<file path="config.mk">
export PLATFORM = sky130hd
export DESIGN_NAME = dcf77_signal_gen_flat
export DESIGN_NICKNAME = d
export VERILOG_FILES = /design/src/rtl/dcf77_signal_gen_if.sv /design/src/rtl/dcf77_signal_gen.sv /design/src/flat_wrapper.sv
export SDC_FILE = /design/constraint.sdc
export NUM_CORES = 1
export LEC_CHECK = 0
export CORE_MARGIN = 10
export CORE_UTILIZATION = 40
export CTS_BUF_LIST = sky130_fd_sc_hd__clkbuf_4
export CTS_CLUSTER_SIZE = 16
export DETAILED_ROUTE_END_ITERATION = 10
export PLACE_DENSITY_LB_ADDON = 0.3
export RECOVER_POWER = 50
export SETUP_SLACK_MARGIN = 0.3
export SYNTH_ARGS = -nofsm -noshare
export SYNTH_HDL_FRONTEND = slang
export SYNTH_SLANG_ARGS = --single-unit
</file>
<file path="constraint.sdc">
create_clock -name clk -period 5.6 [get_ports clk]
set_input_delay 1.12 -clock clk [delete_from_list [all_inputs] [get_ports clk]]
set_output_delay 1.12 -clock clk [all_outputs]
set_load 0.01 [all_outputs]
</file>
<file path="src/rtl/dcf77_signal_gen_if.sv">
// Port bundle for dcf77_signal_gen: frame control/data in, pulse train and status out.
// parityErr_In exists only when DCF_PARITY_INJECT_EN is defined.
interface dcf77_signal_gen_if;
  logic        enable_In;
  logic [43:0] timeAndDate_In;
`ifdef DCF_PARITY_INJECT_EN
  logic        parityErr_In;
`endif
  logic        dcfSignal_Out;
  logic        frameStart_Out;
  logic [5:0]  secondIndex_Out;

`ifdef DCF_PARITY_INJECT_EN
  modport master (
    output enable_In, timeAndDate_In, parityErr_In,
    input  dcfSignal_Out, frameStart_Out, secondIndex_Out
  );
  modport slave (
    input  enable_In, timeAndDate_In, parityErr_In,
    output dcfSignal_Out, frameStart_Out, secondIndex_Out
  );
`else
  modport master (
    output enable_In, timeAndDate_In,
    input  dcfSignal_Out, frameStart_Out, secondIndex_Out
  );
  modport slave (
    input  enable_In, timeAndDate_In,
    output dcfSignal_Out, frameStart_Out, secondIndex_Out
  );
`endif
endinterface

</file>
<file path="src/rtl/dcf77_signal_gen.sv">
// DCF77-style pulse-train generator: serialises a latched time/date vector, one bit per second.
// Optional macro DCF_PARITY_INJECT_EN adds parityErr_In, which inverts P1/P2/P3 for a frame.
module dcf77_signal_gen #(
  parameter int unsigned CLKS_PER_MS = 10
) (
  input logic               clk,
  input logic               reset,
  dcf77_signal_gen_if.slave bus
);

  localparam logic [15:0] PrescMax = 16'(CLKS_PER_MS - 1);

  typedef enum logic [0:0] {StIdle, StRun} state_e;

  state_e      state_q;
  logic [15:0] presc_q, presc_d;
  logic [9:0]  ms_q, ms_d;
  logic [5:0]  sec_q, sec_d;
  logic [43:7] tad_q;
  logic        perr_q;
  logic        dcf_q, dcf_d;
  logic        fs_q;
  logic        ms_tick, sec_tick, frame_wrap;
  logic [63:0] frame_bits;
  logic        unused_sec_in;

  // Seconds fields of the input vector are never transmitted.
  assign unused_sec_in = ^bus.timeAndDate_In[6:0];

  always_comb begin
    frame_bits        = '0;
    frame_bits[17]    = tad_q[43];
    frame_bits[18]    = tad_q[42];
    frame_bits[20]    = 1'b1;
    frame_bits[27:21] = tad_q[13:7];
    frame_bits[28]    = ^tad_q[13:7] ^ perr_q;
    frame_bits[34:29] = tad_q[19:14];
    frame_bits[35]    = ^tad_q[19:14] ^ perr_q;
    frame_bits[41:36] = tad_q[25:20];
    frame_bits[44:42] = tad_q[41:39];
    frame_bits[49:45] = tad_q[30:26];
    frame_bits[57:50] = tad_q[38:31];
    frame_bits[58]    = ^frame_bits[57:36] ^ perr_q;
  end

  always_comb begin
    ms_tick    = (presc_q == PrescMax);
    sec_tick   = ms_tick && (ms_q == 10'd999);
    frame_wrap = sec_tick && (sec_q == 6'd59);
    presc_d    = ms_tick ? 16'd0 : presc_q + 16'd1;
    ms_d       = sec_tick ? 10'd0 : (ms_tick ? ms_q + 10'd1 : ms_q);
    sec_d      = frame_wrap ? 6'd0 : (sec_tick ? sec_q + 6'd1 : sec_q);
    // Pulse level for the position the counters move to on this edge; second 59 stays low.
    dcf_d      = (sec_d != 6'd59) && (ms_d < (frame_bits[sec_d] ? 10'd200 : 10'd100));
  end

  always_ff @(posedge clk or posedge reset) begin
    if (reset) begin
      state_q <= StIdle;
      presc_q <= '0;
      ms_q    <= '0;
      sec_q   <= '0;
      tad_q   <= '0;
      perr_q  <= 1'b0;
      dcf_q   <= 1'b0;
      fs_q    <= 1'b0;
    end else begin
      unique case (state_q)
        StIdle: begin
          if (bus.enable_In) begin
            state_q <= StRun;
            tad_q   <= bus.timeAndDate_In[43:7];
`ifdef DCF_PARITY_INJECT_EN
            perr_q  <= bus.parityErr_In;
`else
            perr_q  <= 1'b0;
`endif
            presc_q <= '0;
            ms_q    <= '0;
            sec_q   <= '0;
            fs_q    <= 1'b1;
            dcf_q   <= 1'b1;
          end
        end
        StRun: begin
          if (!bus.enable_In) begin
            state_q <= StIdle;
            presc_q <= '0;
            ms_q    <= '0;
            sec_q   <= '0;
            fs_q    <= 1'b0;
            dcf_q   <= 1'b0;
          end else begin
            presc_q <= presc_d;
            ms_q    <= ms_d;
            sec_q   <= sec_d;
            fs_q    <= frame_wrap;
            dcf_q   <= dcf_d;
            if (frame_wrap) begin
              tad_q  <= bus.timeAndDate_In[43:7];
`ifdef DCF_PARITY_INJECT_EN
              perr_q <= bus.parityErr_In;
`else
              perr_q <= 1'b0;
`endif
            end
          end
        end
      endcase
    end
  end

  assign bus.dcfSignal_Out   = dcf_q;
  assign bus.frameStart_Out  = fs_q;
  assign bus.secondIndex_Out = sec_q;

endmodule

</file>
<file path="src/flat_wrapper.sv">
// flat-port wrapper written by rule: the top's interface ports become plain ports
module dcf77_signal_gen_flat 
#(
  parameter int unsigned CLKS_PER_MS = 10
)
  (clk, reset, bus_enable_In, bus_timeAndDate_In, bus_dcfSignal_Out, bus_frameStart_Out, bus_secondIndex_Out);
  dcf77_signal_gen_if bus_i ();
  input logic clk;
  input logic reset;
  input wire logic [$bits(bus_i.enable_In)-1:0] bus_enable_In;
  input wire logic [$bits(bus_i.timeAndDate_In)-1:0] bus_timeAndDate_In;
  output wire logic [$bits(bus_i.dcfSignal_Out)-1:0] bus_dcfSignal_Out;
  output wire logic [$bits(bus_i.frameStart_Out)-1:0] bus_frameStart_Out;
  output wire logic [$bits(bus_i.secondIndex_Out)-1:0] bus_secondIndex_Out;
  assign bus_i.enable_In = bus_enable_In;
  assign bus_i.timeAndDate_In = bus_timeAndDate_In;
  assign bus_dcfSignal_Out = bus_i.dcfSignal_Out;
  assign bus_frameStart_Out = bus_i.frameStart_Out;
  assign bus_secondIndex_Out = bus_i.secondIndex_Out;
  dcf77_signal_gen #(.CLKS_PER_MS(CLKS_PER_MS)) u_core (.clk(clk), .reset(reset), .bus(bus_i));
endmodule
</file>
==> impl_metrics.json <==
{
  "tritoncts": "done",
  "cp_max_fo": 12,
  "wire_per_inst_um": 17.9,
  "worst_pin_slew_ns": 2.82,
  "ctsResizeCount": 0,
  "hpwlAfterDp_um": 8380,
  "leakage_uw": 0.00209,
  "r2r-start": "u_core.ms_q[1]",
  "startpoint_type": "flip-flop",
  "dr.pass1.iters": 4,
  "synth_top_cell_area_share": 0.397,
  "maxCapViolCount": 1,
  "synthArstFlopShare": 1.00,
  "fin_crit_ns": 4.94,
  "dp_cells": 639,
  "fmax_mhz": 203,
  "min_path_type": "reg2reg",
  "worstSetupEndpointType": "flip-flop",
  "netlist-cell-type-count": 67,
  "htree_levels": 3,
  "place_area_um2": 5140,
  "nets": 562,
  "clkPwrFrac": 0.242,
  "final_common_cell": "dfrtp_1",
  "critical_path_cell_count": 15,
  "hold_buffers": 0,
  "grt_antenna_before_repair": 0,
  "die_area_um2": 16000,
  "synth_area_leaders": "dfrtp_1 40%, mux2_2 9.9%, xnor2_1 6.0%",
  "row_count": 38,
  "wirelength_um": 11700,
  "crit_start": "u_core.ms_q[1]",
  "core_um2": 11000,
  "drtIter0Drc": 275,
  "final_util": 0.478,
  "insertedDiodeCount": 0,
  "peakVddDrop_uv": 131,
  "synth-main-ff-cell": "dfrtp_1",
  "instances_no_fill": 655,
  "crit_slowest_cell": "or4b_2",
  "slowest_delay_ns": 0.63,
  "grt_overflow": 0,
  "min_period_over_period": 0.881,
  "hold_viol_final": 0,
  "crit_required_ns": 5.94,
  "vias": 3926,
  "crit_type": "reg2reg",
  "drtAntennaViolNets": 0,
  "violations": "max-capacitance violations, max-slew violations",
  "status": "finished, violations left",
  "die_h_um": 127,
  "viasPerCell": 5.99,
  "cts_buffer_depth": 2,
  "post_cts_buffers": 0,
  "rsz0062_at_grt": "no",
  "synthCells": 467,
  "design_area_um2": 5250,
  "clk_pin_slew_ns": 0.12,
  "power_frac_seq": 0.515,
  "layout_common_cells": "72 x dfrtp_1, 50 x o21ai_0, 45 x clkdlybuf4s50_1",
  "fin_tns_setup_ns": 0,
  "grt_pass1_vias": 3916,
  "port_buffers": 47,
  "worstPathArrival_ns": 5.28,
  "finalSetupViolations": 0,
  "synth_edf_count": 0,
  "die_w_um": 127,
  "crit_family": "simple AND/OR/NAND/NOR gates",
  "min-delay-start": "u_core.presc_q[14]",
  "synth_warnings": 0,
  "layout-drive-gt1-share": 0.151,
  "path_cells": "ha_1, and4bb_2, and3_1, nand2_1, buf_4, nor4b_1, a21oi_1, or2_2, nor4_1, a21oi_1, ha_1, or4b_2, nand2_1, o21ai_0, o32ai_1",
  "share_comb_of_total_power": 0.243,
  "slew_violations": 54,
  "grt_pass1_wl_um": 19800,
  "power.density_nw_per_um2": 226,
  "yosys.area.top_type": "dfrtp_1",
  "grt.total_usage": 0.146,
  "gp_congestion": 0.937,
  "slew_headroom": -0.882,
  "grt_max_degree": 54,
  "ys_ff_latch": 72,
  "syn_area_per_cell_um2": 9.72,
  "drc": 0,
  "start_util": 0.413,
  "r2r_slack_ns": 0.66,
  "netlist_area_um2": 4540,
  "p_int_uw": 826,
  "clkSinkCount": 72,
  "syn_nets": 519,
  "power.switching_uw": 361,
  "seq_area_frac_synth": 0.397,
  "r2r-end": "u_core.bus.dcfSignal_Out",
  "root_buffer": "clkbuf_4",
  "area_delta_synth_final_pct": 15.6,
  "path_buf_inv": 1,
  "switching_share": 0.304,
  "cts_buffers": 9,
  "reg2reg_depth": 15,
  "insertion_delay_ns": 0.43,
  "fin_skew_ns": 0.0169,
  "crit_path_end": "u_core.bus.dcfSignal_Out",
  "pin_count": 55
}
[cells in the mapped netlist (3+ instances only)]
cell type,n
nor4_1,3
o211ai_1,4
a21oi_1,14
nor2_1,24
o221ai_1,4
buf_4,4
nand4_1,12
a31oi_1,4
a22o_1,5
o2111ai_1,3
a221oi_1,5
clkbuf_1,15
nand2_1,44
a2111oi_0,4
nor3_1,12
ha_1,5
nand3_1,7
mux2_2,40
xor2_1,9
o21ai_0,50
mux2i_1,9
dfrtp_1,72
inv_1,6
buf_2,3
and3_1,20
xnor2_1,31
a211oi_1,5
[power groups by stage]
stage | Clock [uW] | Sequential (uW) | Combinational, uW
2_1_floorplan | 0 | 606 | 225
3_3_place_gp | 0 | 618 | 285
3_5_place_dp | 0 | 621 | 291
4_1_cts | 301 | 611 | 293
5_1_grt | 318 | 618 | 317
6_report | 287 | 611 | 289
[logic make-up after synthesis]
group | share of synthesized area
buffers and inverters | 0.0314
multiplexers | 0.119
XOR/XNOR | 0.0772
adder cells (fa/ha/maj) | 0.0138
flip-flops | 0.397
AND/OR/NAND/NOR | 0.181
AO/OA/AOI/OAI | 0.180
[area by class of cell]
type                            instances  area, um2
Clock buffer                           10       75.1
Clock inverter                          6       35.0
Fill cell                            1060       5740
Inverter                                6       22.5
Multi-Input combinational cell        364       2600
Sequential cell                        72       1800
Tap cell                              140        175
Timing Repair Buffer                   57        542
[metrics by stage]
step / hold slack [ns] / total power (uW) / setup slack (ns)
finish: 0.515 / 1190 / 0.664
global route: 0.558 / 1250 / 0.377
CTS: 0.518 / 1200 / 0.758
detailed placement: 0.502 / 912 / 0.893
global placement: 0.493 / 903 / 0.973
floorplan: 0.464 / 831 / 1.68
[worst min path at each step]
| stage | cells after the start | to | slack (ns) |
|---|---|---|---|
| 6_report | 1 | u_core.presc_q[14] | 0.51 |
| 3_3_place_gp | 1 | u_core.tad_q[43] | 0.49 |
| 5_1_grt | 1 | u_core.tad_q[43] | 0.56 |
| 4_1_cts | 1 | u_core.presc_q[14] | 0.52 |
| 2_1_floorplan | 1 | u_core.presc_q[14] | 0.46 |
| 3_5_place_dp | 1 | u_core.presc_q[14] | 0.50 |
[layer usage]
layer / GRT usage / wire (um)
met1: 0.203 / 5320
met2: 0.221 / 5310
met3: 0.0358 / 918
met4: 0.0388 / 153
met5: 0 / 0
[registers in the layout, summed over array words and instances, names as in the netlist]
name	cells
u_core.bus.dcfSignal_Out	1
u_core.bus.frameStart_Out	1
u_core.bus.secondIndex_Out	6
u_core.ms_q	10
u_core.presc_q	16
u_core.state_q	1
u_core.tad_q	37
Power figures use the tool's default switching activity.
